===== config.mk =====
export PLATFORM = sky130hd
export DESIGN_NAME = serial_adder
export DESIGN_NICKNAME = d
export VERILOG_FILES = /design/src/rtl/serial_adder_pkg.sv /design/src/rtl/serial_adder_full_adder.sv /design/src/rtl/serial_adder.sv
export SDC_FILE = /design/constraint.sdc
export NUM_CORES = 1
export LEC_CHECK = 0
export ABC_AREA = 1
export CORE_ASPECT_RATIO = 1.1
export CORE_MARGIN = 2
export CORE_UTILIZATION = 41
export CTS_CLUSTER_SIZE = 28
export DETAILED_ROUTE_END_ITERATION = 7
export PLACE_DENSITY = 0.71
export REMOVE_ABC_BUFFERS = 1
export SYNTH_ARGS = -nofsm -noshare
export SYNTH_HDL_FRONTEND = slang
export SYNTH_SLANG_ARGS = --single-unit

===== constraint.sdc =====
create_clock -name clk -period 2.8 [get_ports clk]
set_clock_uncertainty 0.2 [all_clocks]
set_input_delay 0.56 -clock clk [delete_from_list [all_inputs] [get_ports clk]]
set_output_delay 0.56 -clock clk [all_outputs]
set_load 0.02 [all_outputs]

===== src/rtl/serial_adder_pkg.sv =====
// Shared types and sizing helpers for the bit-serial add/subtract unit.
package serial_adder_pkg;

    typedef enum logic [1:0] {
        IDLE = 2'd0,
        RUN  = 2'd1,
        DONE = 2'd2
    } state_t;

    // Bit counter width; the terminal count is WIDTH-1, so $clog2 suffices.
    function automatic int cnt_width(input int w);
        return (w < 2) ? 1 : $clog2(w);
    endfunction

endpackage


===== src/rtl/serial_adder_full_adder.sv =====
// One-bit full adder cell; the bit-slice datapath of the serial adder.
module full_adder (
    input  logic a,
    input  logic b,
    input  logic c,
    output logic sum,
    output logic carry
);

    assign sum   = a ^ b ^ c;
    assign carry = (a & b) | (a & c) | (b & c);

endmodule


===== src/rtl/serial_adder.sv =====
// Bit-serial WIDTH-bit add/subtract, LSB first, one bit per clock.
module serial_adder
    import serial_adder_pkg::*;
#(
    parameter int WIDTH = 8
) (
    input  logic             clk,
    input  logic             rst,
    input  logic             start,
    input  logic [WIDTH-1:0] a,
    input  logic [WIDTH-1:0] b,
    input  logic             cin,
    input  logic             sub,
    output logic             busy,
    output logic             done,
    output logic [WIDTH-1:0] sum,
    output logic             cout,
    output logic             ovf
);

    localparam int CW = cnt_width(WIDTH);
    localparam logic [CW-1:0] LAST = CW'(WIDTH - 1);

    state_t           state;
    logic [WIDTH-1:0] sa;
    logic [WIDTH-1:0] sb;
    logic             cy;
    logic [CW-1:0]    cnt;
    logic             fa_sum;
    logic             fa_carry;

    full_adder u_fa (
        .a     (sa[0]),
        .b     (sb[0]),
        .c     (cy),
        .sum   (fa_sum),
        .carry (fa_carry)
    );

    always_ff @(posedge clk) begin
        if (rst) begin
            state <= IDLE;
            sa    <= '0;
            sb    <= '0;
            cy    <= 1'b0;
            cnt   <= '0;
            busy  <= 1'b0;
            done  <= 1'b0;
            sum   <= '0;
            cout  <= 1'b0;
            ovf   <= 1'b0;
        end else begin
            unique case (state)
                IDLE, DONE: begin
                    done <= 1'b0;
                    if (start) begin
                        // Subtract is a + ~b + 1 - cin, so invert b and cin.
                        sa    <= a;
                        sb    <= sub ? ~b : b;
                        cy    <= cin ^ sub;
                        cnt   <= '0;
                        sum   <= '0;
                        busy  <= 1'b1;
                        state <= RUN;
                    end else begin
                        state <= IDLE;
                    end
                end
                RUN: begin
                    sum <= {fa_sum, sum[WIDTH-1:1]};
                    cy  <= fa_carry;
                    sa  <= sa >> 1;
                    sb  <= sb >> 1;
                    cnt <= cnt + CW'(1);
                    if (cnt == LAST) begin
                        ovf   <= cy ^ fa_carry;
                        cout  <= fa_carry;
                        busy  <= 1'b0;
                        done  <= 1'b1;
                        state <= DONE;
                    end
                end
                default: begin
                    state <= IDLE;
                end
            endcase
        end
    end

endmodule


# Word level (Yosys, flattened, before mapping)
# Cells that the tools add are included.
# W data, S select, Z words.
[totals]
register_bits = 34
in_bits = 21
out_inout_bits = 12
word_cells = 52
[op_classes]
n_addsub = 1
n_eq_ne = 5
mux = 19
bitwise_logic = 10
n_reduce_logical = 7
[ops]
columns = ["operator", "count"]
rows = [
  ["$pmux W8 S2", 3],
  ["$mux W8", 4],
  ["$not A8 Y8", 1],
  ["$pmux W1 S2", 3],
  ["$pmux W3 S2", 1],
  ["$reduce_and A2 Y1", 3],
  ["$mux W1", 5],
  ["$ne A2 B2 Y1 const B", 2],
  ["$pmux W2 S2", 1],
  ["$xor A1 B1 Y1", 4],
  ["$add A3 B1 Y3 const B", 1],
  ["$and A1 B1 Y1", 3],
  ["$eq A3 B3 Y1 const B", 1],
  ["$mux W3", 1],
  ["$reduce_and A3 Y1", 1],
  ["$eq A2 B1 Y1 const B", 1],
  ["$eq A2 B2 Y1 const B", 1],
  ["$logic_not A2 Y1", 1],
  ["$mux W2", 1],
  ["$or A1 B1 Y1", 2],
  ["$reduce_bool A2 Y1", 1],
  ["$reduce_or A2 Y1", 1],
]

# Logic depth before layout (Yosys ltp)
# Gate-level depths: netlist of the first run.
[depth]
word_depth = 4
mapped_depth = 8

# Modules after synthesis
# Synthesis of the first run repeated with hierarchy kept, for this count alone.
[unflattened]
hier_cells = 230
area_unflattened_um2 = 1566.5
[by_module_without_submodules]
columns = ["module", "n_inst", "cells_each", "area_per_inst_um2", "seq_area_each_um2"]
rows = [
  ["serial_adder", 1, 229, 1546.5, 680.7],
  ["full_adder", 1, 1, 20.0, 0.0],
]

# Least setup slack after synthesis of the first run
# Ideal clock, no wire load.
[synth_path]
kind = "register to register"
start = "reg cy"
end = "reg sum[7]"
setup_time_ns = 0.070
arrival_time_ns = 1.243
required_ns = 2.530
slack_ns = 1.287
path_stages_with_launch = 5
path_buffers = 0
path_cell_list = "dfxtp_1 -> inv_1 -> fa_1 -> or2_2 -> a21oi_1"
[synth_via]
elab_chain_cells = 2
[synth_lines]
columns = ["element", "line", "source"]
rows = [
  ["start, declared", "serial_adder.sv:27", "logic cy;"],
  ["start signal, assigned", "serial_adder.sv:60", "cy <= cin ^ sub;"],
  ["start signal, assigned", "serial_adder.sv:71", "cy <= fa_carry;"],
  ["$xor A1 B1 Y1", "serial_adder_full_adder.sv:10", "assign sum = a ^ b ^ c;"],
  ["$pmux W8 S2", "serial_adder.sv:53", "unique case (state)"],
  ["end signal, assigned", "serial_adder.sv:70", "sum <= {fa_sum, sum[WIDTH-1:1]};"],
  ["end, declared", "serial_adder.sv:16", "output logic [WIDTH-1:0] sum,"],
]
# No other way between the ends.
# A chain may end at the register's enable or synchronous reset.

# Worst setup path in the final report of the first run
[layout_path]
start = "reg sum[6]"
end = "out sum[6]"
# No word-level cell between the ends.

==> results.txt, run 1 <==
DR iter-0 viols: 109
Max-Cap Viols: 0
setup tns final: 0 ns
total power: 1.21 mW
Power Dens Cells: 591 mW/mm²
Synth warnings: 0
CTS Sinks: 34
global-route wire length before repair: 5.59 mm
count of cell types in the netlist: 18
number of antenna repair diodes: 0
Async S/R FF share, synth: 0
outcome: finished, final reports clean
Clock Tree Buf Depth: 2
hold crit path type: flop to flop
Pleak: 0.951 nW
Post-Layout Cell Count: 317
endpoints failing setup: 0
Die Y: 68.8 µm
setup bufs post-CTS: 0
main flop type after synthesis: dfxtp_1
hold worst-path end: sa[3]$_SDFFE_PP0P_
die width: 62.9 µm
worst setup path class: flop to output port
Least-Margin Pin Slew: 0.584 ns
RePlAce Congestion: 0.776
Worst Path Max Fanout: 3
DP Cell Count: 309
io pins: 33
final hold vios: 0
top cell type's share of synthesized area: 0.435
Initial Utilization: 0.429
post-synthesis cell area: 0.00157 mm²
root buffer cell: clkbuf_8
Row Count: 23
Slowest-stage cell, CP: clkdlybuf4s50_1
CTS buffer count: 5
vias: 1472
CP peak stage delay: 0.63 ns
Remaining DRCs: 0
gr usage total: 0.166
min Tclk post-route: 2.04 ns
# H-tree levels: 2
Most Crowded Layer GR: met2
worst flop-to-flop path endpoint: sa[1]$_SDFFE_PP0P_
maximum VDD drop: 0.000621 V
post-synthesis sequential area ratio: 0.435
Hold Crit Start: sa[3]$_SDFFE_PP0P_
RSZ-0062 raised after global routing: no
worst path bufs/invs: 1
Worst setup SP type: flop
count of pins over their slew limit: 0
TritonCTS clock tree: yes
Hold Buf Count CTS: 0
Clock transition at path regs: 0.07 ns
fin nets: 290
vias in the first global route: 1319
WL per Instance: 10.1 µm
most frequent cell after synthesis: nand2_1
Syn Inst Count: 234
Initial DRT Pass Iterations: 4
remaining antenna violation count: 0
flops & latches, synth: 34
met1 Use GR: 0.192
Port Buffers: 32
core area: 0.00365 mm²
GRT Residual Overflow: 0
Post-DP HPWL: 2.14 mm
layout cells sized above 1: 0.0599
initial antenna violation count: 0
CP top delay family: buffers and inverters
post-layout util: 0.561
WP data arrival: 1.28 ns
Tcrit/Tclk final: 0.730
Post-Route WL: 3.22 mm
post-CTS sizing: 0
syn_area_per_cell: 6.69 µm²
leading area contributor after synthesis: dfxtp_1
Crit path required time: 2.04 ns
met3 Usage GRT: 0.0487
CP Cell Sequence: clkdlybuf4s50_1
commonest cells in the netlist: nand2_1 (94), dfxtp_1 (34), inv_1 (34)
top post-synthesis cells by area: dfxtp_1 (43%), nand2_1 (23%), inv_1 (8.1%)
hold depth: 2
area grow syn2layout: 31.0%
Slew headroom: 0.610
met2 Track Usage GR: 0.287
R2R Path Start: state[0]$_SDFFE_PP0P_
Max Fclk: 490 MHz
vias per cell: 4.64
EDFF count, synth: 0
worst reg2reg path depth: 6
r2r setup slk: 1.10 ns
later-pin clock latency in the skew report: 0.28 ns
Worst setup EP type: output port
die area: 0.00433 mm²
largest net degree at the start of global routing: 27
[how the worst max path moves through the flow]
stage | start | to | slack [ns] | cells after the start
after detailed placement | start | sa[1]$_SDFFE_PP0P_ | 0.59 | 6
final | sum[6]$_SDFFE_PP0P_ | sum[6] | 0.76 | 1
after floorplan | start | sa[0]$_SDFFE_PP0P_ | 1.28 | 5
after CTS | sum[7]$_SDFFE_PP0P_ | sum[7] | 0.75 | 1
after global placement | start | sb[7]$_SDFFE_PP0P_ | 0.64 | 6
after global routing | sum[6]$_SDFFE_PP0P_ | sum[6] | 0.71 | 1
[placed cells by master (no fill, tap or decap), drive strengths merged, types with 2 or more instances in the layout]
cell type and n:
buf 3, dfxtp 34, clkbuf 5, a21oi 23
ha 2, nand3 25, nor2 4, nand2 94
clkdlybuf4s50 32, bufinv 2, inv 36, o21ai 3
[sequential cells by signal, indices dropped and copies added, names as in the netlist]
name	count
cnt	3
done	1
cout	1
state	2
sum	8
busy	1
ovf	1
sb	8
sa	8
cy	1
[area by class of cell]
class                      count  area (µm²)
clock buffer                   5        68.8
timing repair buffer          35         343
fill                         364        1600
multi-input combinational    154         693
tap                           50        62.6
inverter                      36         135
clock inverter                 3        68.8
sequential                    34         681
[per-stage QoR]
step	worst slack (ns)	hold slack (ns)	area, µm²
3_3_place_gp	0.643	0.247	1910
4_1_cts	0.754	0.268	2050
6_report	0.757	0.266	2050
5_1_grt	0.709	0.288	2050
2_1_floorplan	1.28	0.229	1510
3_5_place_dp	0.594	0.256	1910
[power breakdown]
part | switching (mW) | internal, mW
clock | 0.185 | 0.357
sequential | 0.0141 | 0.507
combinational | 0.0845 | 0.0655
total | 0.284 | 0.930
[kinds of logic after synthesis]
kind of cell             Yosys count  synth area share
adder cells (fa/ha/maj)            3            0.0288
AND/OR/NAND/NOR                  124             0.325
XOR/XNOR                           1           0.00559
buffers and inverters             46             0.123
flip-flops                        34             0.435
AO/OA/AOI/OAI                     26            0.0831
[layer usage]
| layer | part of all wire | vias up |
|---|---|---|
| li1 | - | 775 |
| met1 | 0.45 | 664 |
| met2 | 0.48 | 27 |
| met3 | 0.042 | 6 |
| met4 | 0.023 | 0 |
| met5 | 0 | - |
Power figures use the tool's default switching activity.
==> run 2, diff against run 1 <==
==> constraint.sdc (replaced) <==
create_clock -name clk -period 2.1 [get_ports clk]
set_clock_uncertainty 0.2 [all_clocks]
set_input_delay 0.42 -clock clk [delete_from_list [all_inputs] [get_ports clk]]
set_output_delay 0.42 -clock clk [all_outputs]
set_load 0.02 [all_outputs]
==> run 2 against run 1 <==
  * Via count is 0.54% higher
  * Die area stayed put
  * Design area is 1.2% lower
  * Register-to-register slack worse by 0.62 ns
  * Count of clock-buffer cells in the layout is 2 higher
  * Sequential cell count stayed put
  * Sequential share of layout area is 0.39 points higher
==> results.txt, run 2 (same netlist as run 1, synthesis figures left out) <==
initial antenna violation count: 0 (unchanged)
Power Dens Cells: 730 mW/mm² (+23%)
Post-Route WL: 3.25 mm (+1.2%)
global-route wire length before repair: 5.60 mm (+0.11%)
commonest cells after routing, fill and taps aside: nand2_1 (94), inv_1 (34), dfxtp_1 (34), clkdlybuf4s50_1 (32), nand3_1 (25)
Port Buffers: 32 (unchanged)
Crit path required time: 1.48 ns (-0.56 ns)
WP data arrival: 1.26 ns (-0.02 ns)
gr usage total: 0.163 (-0.00309)
worst path bufs/invs: 1 (unchanged)
setup tns final: 0 ns (unchanged)
final hold vios: 0 (unchanged)
post-layout util: 0.555 (-0.00650)
Initial DRT Pass Iterations: 4 (unchanged)
Row Count: 23 (unchanged)
vias in the first global route: 1343 (+1.8%)
CTS buffer count: 5 (unchanged)
CP Cell Sequence: clkdlybuf4s50_1
total power: 1.48 mW (+22%)
Most Crowded Layer GR: met2
Final Cell Area: 0.00203 mm² (-1.2%)
Top Registers: sa (8), sb (8), sum (8)
io pins: 33 (unchanged)
Clock transition at path regs: 0.07 ns (about the same)
layout cells sized above 1: 0.0560 (-0.00395)
hold depth: 2 (unchanged)
Post-Place Cell Area: 0.00192 mm² (+0.39%)
Clock Tree Buf Depth: 2 (unchanged)
RePlAce Congestion: 0.741 (-4.6%)
remaining antenna violation count: 0 (unchanged)
worst reg2reg path depth: 6 (unchanged)
CP peak stage delay: 0.62 ns (about the same)
hold crit path type: flop to flop
met2 Track Usage GR: 0.295 (+0.00798)
Die Y: 68.8 µm (unchanged)
vias: 1480 (+0.54%)
Worst setup SP type: flop
Least-Margin Pin Slew: 0.560 ns (-0.0242 ns)
Max-Cap Viols: 0 (unchanged)
critical path depth in cells: 1 (unchanged)
number of antenna repair diodes: 0 (unchanged)
later-pin clock latency in the skew report: 0.28 ns (about the same)
RSZ-0062 raised after global routing: no
worst setup path class: flop to output port
min Tclk post-route: 1.88 ns
Remaining DRCs: 0 (unchanged)
maximum VDD drop: 0.000462 V (-26%)
Worst setup EP type: output port
count of pins over their slew limit: 0 (unchanged)
hold worst-path end: sa[5]$_SDFFE_PP0P_
Slowest-stage cell, CP: clkdlybuf4s50_1
TritonCTS clock tree: yes
die width: 62.9 µm (unchanged)
Post-DP HPWL: 2.30 mm (+7.4%)
R2R Path Start: state[1]$_SDFFE_PP0P_
CP top delay family: buffers and inverters
largest net degree at the start of global routing: 27 (unchanged)
met1 Use GR: 0.190 (-0.00163)
worst flop-to-flop path endpoint: sa[6]$_SDFFE_PP0P_
Slew headroom: 0.626 (+0.0161)
commonest non-fill, non-tap cell in the layout: nand2_1
met3 Usage GRT: 0.0390 (-0.00974)
setup bufs post-CTS: 0 (unchanged)
Max Fclk: 531 MHz
Hold Crit Start: sa[5]$_SDFFE_PP0P_
die area: 0.00433 mm² (unchanged)
endpoints failing setup: 0 (unchanged)
outcome: finished, final reports clean
vias per cell: 4.65 (+0.23%)
Pleak: 0.939 nW (-1.2%)
Hold Buf Count CTS: 0 (unchanged)
r2r setup slk: 0.48 ns (-0.62 ns)
Tcrit/Tclk final: 0.897
fin nets: 291 (+0.34%)
# H-tree levels: 2 (unchanged)
core area: 0.00365 mm² (unchanged)
root buffer cell: clkbuf_8
Worst Path Max Fanout: 3 (unchanged)
post-CTS sizing: 0 (unchanged)
WL per Instance: 10.2 µm (+0.86%)
CTS Sinks: 34 (unchanged)
GRT Residual Overflow: 0 (unchanged)
area grow syn2layout: 29.5%
DR iter-0 viols: 71 (-35%)
Initial Utilization: 0.429 (unchanged)
run 2: cell types whose count changed in the layout (fill, tap and decap cells not counted), sizes merged:
cell and delta:
bufinv -1, clkinv -1, clkbuf +2, buf +1
run 2: how the worst max path moves through the flow:
stage / to / slack [ns] / startpoint
4_1_cts: sum[7] / 0.19 / sum[7]$_SDFFE_PP0P_
6_report: sum[7] / 0.22 / sum[7]$_SDFFE_PP0P_
2_1_floorplan: sum[7]$_SDFFE_PP0P_ / 0.59 / cy$_SDFFE_PP0P_
3_3_place_gp: sa[0]$_SDFFE_PP0P_ / 0.30 / start
3_5_place_dp: sa[6]$_SDFFE_PP0P_ / 0.27 / start
5_1_grt: sum[7] / 0.16 / sum[7]$_SDFFE_PP0P_
run 2: layer usage:
metal,wire (µm),up-vias
met4,31,0
met5,0,-
met1,1510,674
li1,-,780
met3,123,4
met2,1590,22
run 2: power breakdown:
group / internal (mW) / leakage [nW] / switching, mW / total [mW]
Combinational: 0.0898 / 0.609 / 0.114 / 0.204
Clock: 0.355 / 0.0524 / 0.227 / 0.582
Sequential: 0.677 / 0.278 / 0.0187 / 0.695
Total: 1.12 / 0.939 / 0.359 / 1.48
run 2: area by class of cell:
class,count,area (µm²)
flip-flops and latches,34,681
fillers,383,1630
clock inverters,1,30.0
well taps,50,62.6
inverters,36,135
clock buffers,7,76.3
multi-input cells,154,693
repair buffers,36,350
run 2: through the flow:
stage          instances  hold slack, ns  setup slack [ns]
2_1_floorplan        224           0.229             0.587
3_3_place_gp         310           0.248             0.302
3_5_place_dp         310           0.263             0.267
4_1_cts              318           0.272             0.193
5_1_grt              318           0.288             0.160
6_report             318           0.269             0.215
==> run 3, diff against run 2 <==
--- a/config.mk
+++ b/config.mk
@@ -6,7 +6,7 @@
 export NUM_CORES = 1
 export LEC_CHECK = 0
 export ABC_AREA = 1
-export CORE_ASPECT_RATIO = 1.1
+export CORE_ASPECT_RATIO = 0.9
 export CORE_MARGIN = 2
 export CORE_UTILIZATION = 41
 export CTS_CLUSTER_SIZE = 28
@@ -15,4 +15,5 @@
 export REMOVE_ABC_BUFFERS = 1
 export SYNTH_ARGS = -nofsm -noshare
 export SYNTH_HDL_FRONTEND = slang
+export SYNTH_HIERARCHICAL = 1
 export SYNTH_SLANG_ARGS = --single-unit
==> constraint.sdc (replaced) <==
create_clock -name clk -period 2.1 [get_ports clk]
set_clock_uncertainty 0.2 [all_clocks]
set_input_delay 0.63 -clock clk [delete_from_list [all_inputs] [get_ports clk]]
set_output_delay 0.63 -clock clk [all_outputs]
set_load 0.02 [all_outputs]
==> run 3 against run 2 <==
  * Sequential share of layout area fell by 0.10 points
  * Hold slack got worse by 0.0065 ns
  * Clock power fell by 17%
  * Non-clock buffer count rose by 1
  * Synthesized area did not move
  * Sequential power barely moved
  * Global-route usage fell by 1.2 points
  * Combinational power rose by 4%
  * Critical path type unchanged
  * Largest cell class unchanged
==> results.txt, run 3 <==
gr usage total: 0.152 (-0.0115)
Remaining DRCs: 0 (unchanged)
maximum VDD drop: 0.000355 V (-23%)
root buffer cell: clkbuf_8
Final Cell Area: 0.00203 mm² (+0.31%)
Die Y: 62.6 µm (-9.0%)
die area: 0.00433 mm² (about the same)
setup bufs post-CTS: 0 (unchanged)
Power Dens Cells: 685 mW/mm² (-6.2%)
Row Count: 21 (-8.7%)
commonest cells in the netlist: nand2_1 (91), dfxtp_1 (34), inv_1 (29)
commonest cells after routing, fill and taps aside: nand2_1 (91), dfxtp_1 (34), inv_1 (29), nand3_1 (26), clkdlybuf4s50_1 (25)
top post-synthesis cells by area: dfxtp_1 (43%), nand2_1 (22%), nand3_1 (8.3%)
DR iter-0 viols: 112 (+58%)
CTS buffer count: 5 (unchanged)
Top Registers: sa (8), sb (8), sum (8)
largest net degree at the start of global routing: 22 (-19%)
Initial DRT Pass Iterations: 4 (unchanged)
initial antenna violation count: 0 (unchanged)
r2r setup slk: 0.56 ns (+0.08 ns)
outcome: finished, final reports clean
top cell type's share of synthesized area: 0.435 (unchanged)
layout cells sized above 1: 0.0752 (+0.0192)
worst setup path class: flop to output port
final hold vios: 0 (unchanged)
Worst setup SP type: flop
Async S/R FF share, synth: 0 (unchanged)
Tcrit/Tclk final: 0.975 (+0.0774)
post-synthesis sequential area ratio: 0.435 (unchanged)
TritonCTS clock tree: yes
flops & latches, synth: 34 (unchanged)
Worst Path Max Fanout: 2 (-1)
count of pins over their slew limit: 0 (unchanged)
later-pin clock latency in the skew report: 0.28 ns (about the same)
Fill cells: 376 (-1.8%)
Initial Utilization: 0.426 (-0.00277)
Worst setup EP type: output port
Pleak: 1.04 nW (+10%)
remaining antenna violation count: 0 (unchanged)
global-route wire length before repair: 5.38 mm (-3.9%)
WP data arrival: 1.22 ns (-0.04 ns)
syn_area_per_cell: 6.81 µm² (+1.7%)
total power: 1.39 mW (-5.9%)
fin nets: 289 (-0.69%)
# H-tree levels: 2 (unchanged)
Crit path required time: 1.27 ns (-0.21 ns)
vias: 1410 (-4.7%)
Clock Tree Buf Depth: 2 (unchanged)
area grow syn2layout: 29.9%
die width: 69.2 µm (+9.9%)
Max-Cap Viols: 0 (unchanged)
Synth warnings: 6 (+6)
Post-DP HPWL: 2.14 mm (-6.7%)
most frequent cell after synthesis: nand2_1
endpoints failing setup: 0 (unchanged)
CTS Sinks: 34 (unchanged)
io pins: 33 (unchanged)
WL per Instance: 9.90 µm (-3.2%)
vias in the first global route: 1249 (-7.0%)
Least-Margin Pin Slew: 0.367 ns (-0.193 ns)
commonest non-fill, non-tap cell in the layout: nand2_1
Max Fclk: 488 MHz (-7.9%)
Post-Place Cell Area: 0.00194 mm² (+0.78%)
GRT Residual Overflow: 0 (unchanged)
Port Buffers: 32 (unchanged)
worst path bufs/invs: 1 (unchanged)
Slowest-stage cell, CP: clkdlybuf4s50_1
setup tns final: 0 ns (unchanged)
leading area contributor after synthesis: dfxtp_1
CP top delay family: buffers and inverters
RSZ-0062 raised after global routing: no
Syn Inst Count: 230 (-1.7%)
min Tclk post-route: 2.05 ns (+0.163 ns)
Fin Hold WS: 0.262 ns (-0.00647 ns)
vias per cell: 4.52 (-2.9%)
Clock transition at path regs: 0.06 ns (about the same)
CP peak stage delay: 0.61 ns (about the same)
post-synthesis cell area: 0.00157 mm² (unchanged)
count of cell types in the netlist: 22 (+4)
hold crit path type: flop to flop
number of antenna repair diodes: 0 (unchanged)
RePlAce Congestion: 0.726 (-2.0%)
CP Cell Sequence: clkdlybuf4s50_1
EDFF count, synth: 0 (unchanged)
Post-Route WL: 3.09 mm (-5.1%)
core area: 0.00368 mm² (+0.65%)
main flop type after synthesis: dfxtp_1
Slew headroom: 0.755 (+0.129)
run 3: cell families after synthesis:
| kind of cell | count (synthesis) | share of synthesized area |
|---|---|---|
| buf+inv | 41 | 0.115 |
| simple gates | 127 | 0.339 |
| flops | 34 | 0.435 |
| fa+ha+maj | 3 | 0.0288 |
| compound gates | 24 | 0.0767 |
| xor+xnor | 1 | 0.00559 |
run 3: repair_timing:
item | 4_1_cts | 5_1_grt
hold buffers | 0 | 0
gates resized for setup | 3 | 4
setup endpoints to repair | 3 | 4
gates cloned | 0 | 0
run 3: per-layer routing:
| layer | up-vias | wire (µm) | global-route usage |
|---|---|---|---|
| met5 | - | 0 | 0 |
| met4 | 0 | 31 | 0.0515 |
| met3 | 3 | 158 | 0.0532 |
| met2 | 25 | 1400 | 0.231 |
| met1 | 609 | 1500 | 0.200 |
| li1 | 773 | - | - |
run 3: path summary, 6_finish.rpt:
path | startpoint | cells after the start | end
worst max-delay path | ovf$_SDFFE_PP0P_ | 1 | ovf
worst min-delay path | sa[7]$_SDFFE_PP0P_ | 2 | sa[7]$_SDFFE_PP0P_
worst max register to register | state[0]$_SDFFE_PP0P_ | 7 | cy$_SDFFE_PP0P_
worst min register to register | sa[7]$_SDFFE_PP0P_ | 2 | sa[7]$_SDFFE_PP0P_
run 3: power breakdown:
part	total (mW)	internal, mW	leakage, nW	switching, mW
sequential	0.697	0.677	0.278	0.0195
clock	0.485	0.264	0.0482	0.221
combinational	0.212	0.0954	0.711	0.116
run 3: through the flow:
step / setup slack, ns / utilization / instances
after global placement: 0.0716 / 0.527 / 304
after floorplan: 0.571 / - / 221
after detailed placement: 0.0403 / 0.527 / 304
final: 0.0526 / 0.553 / 312
after CTS: 0.00633 / 0.550 / 312
after global routing: 0.00705 / 0.553 / 312
run 3: final cells by class:
| class | instances | area, µm² | area share |
|---|---|---|---|
| Sequential cell | 34 | 681 | 0.335 |
| Multi-Input combinational cell | 155 | 706 | 0.347 |
| Inverter | 32 | 123 | 0.0603 |
| Clock buffer | 7 | 86.3 | 0.0424 |
| Timing Repair Buffer | 37 | 377 | 0.185 |
| Clock inverter | 1 | 5.00 | 0.00246 |
| Tap cell | 46 | 57.6 | 0.0283 |
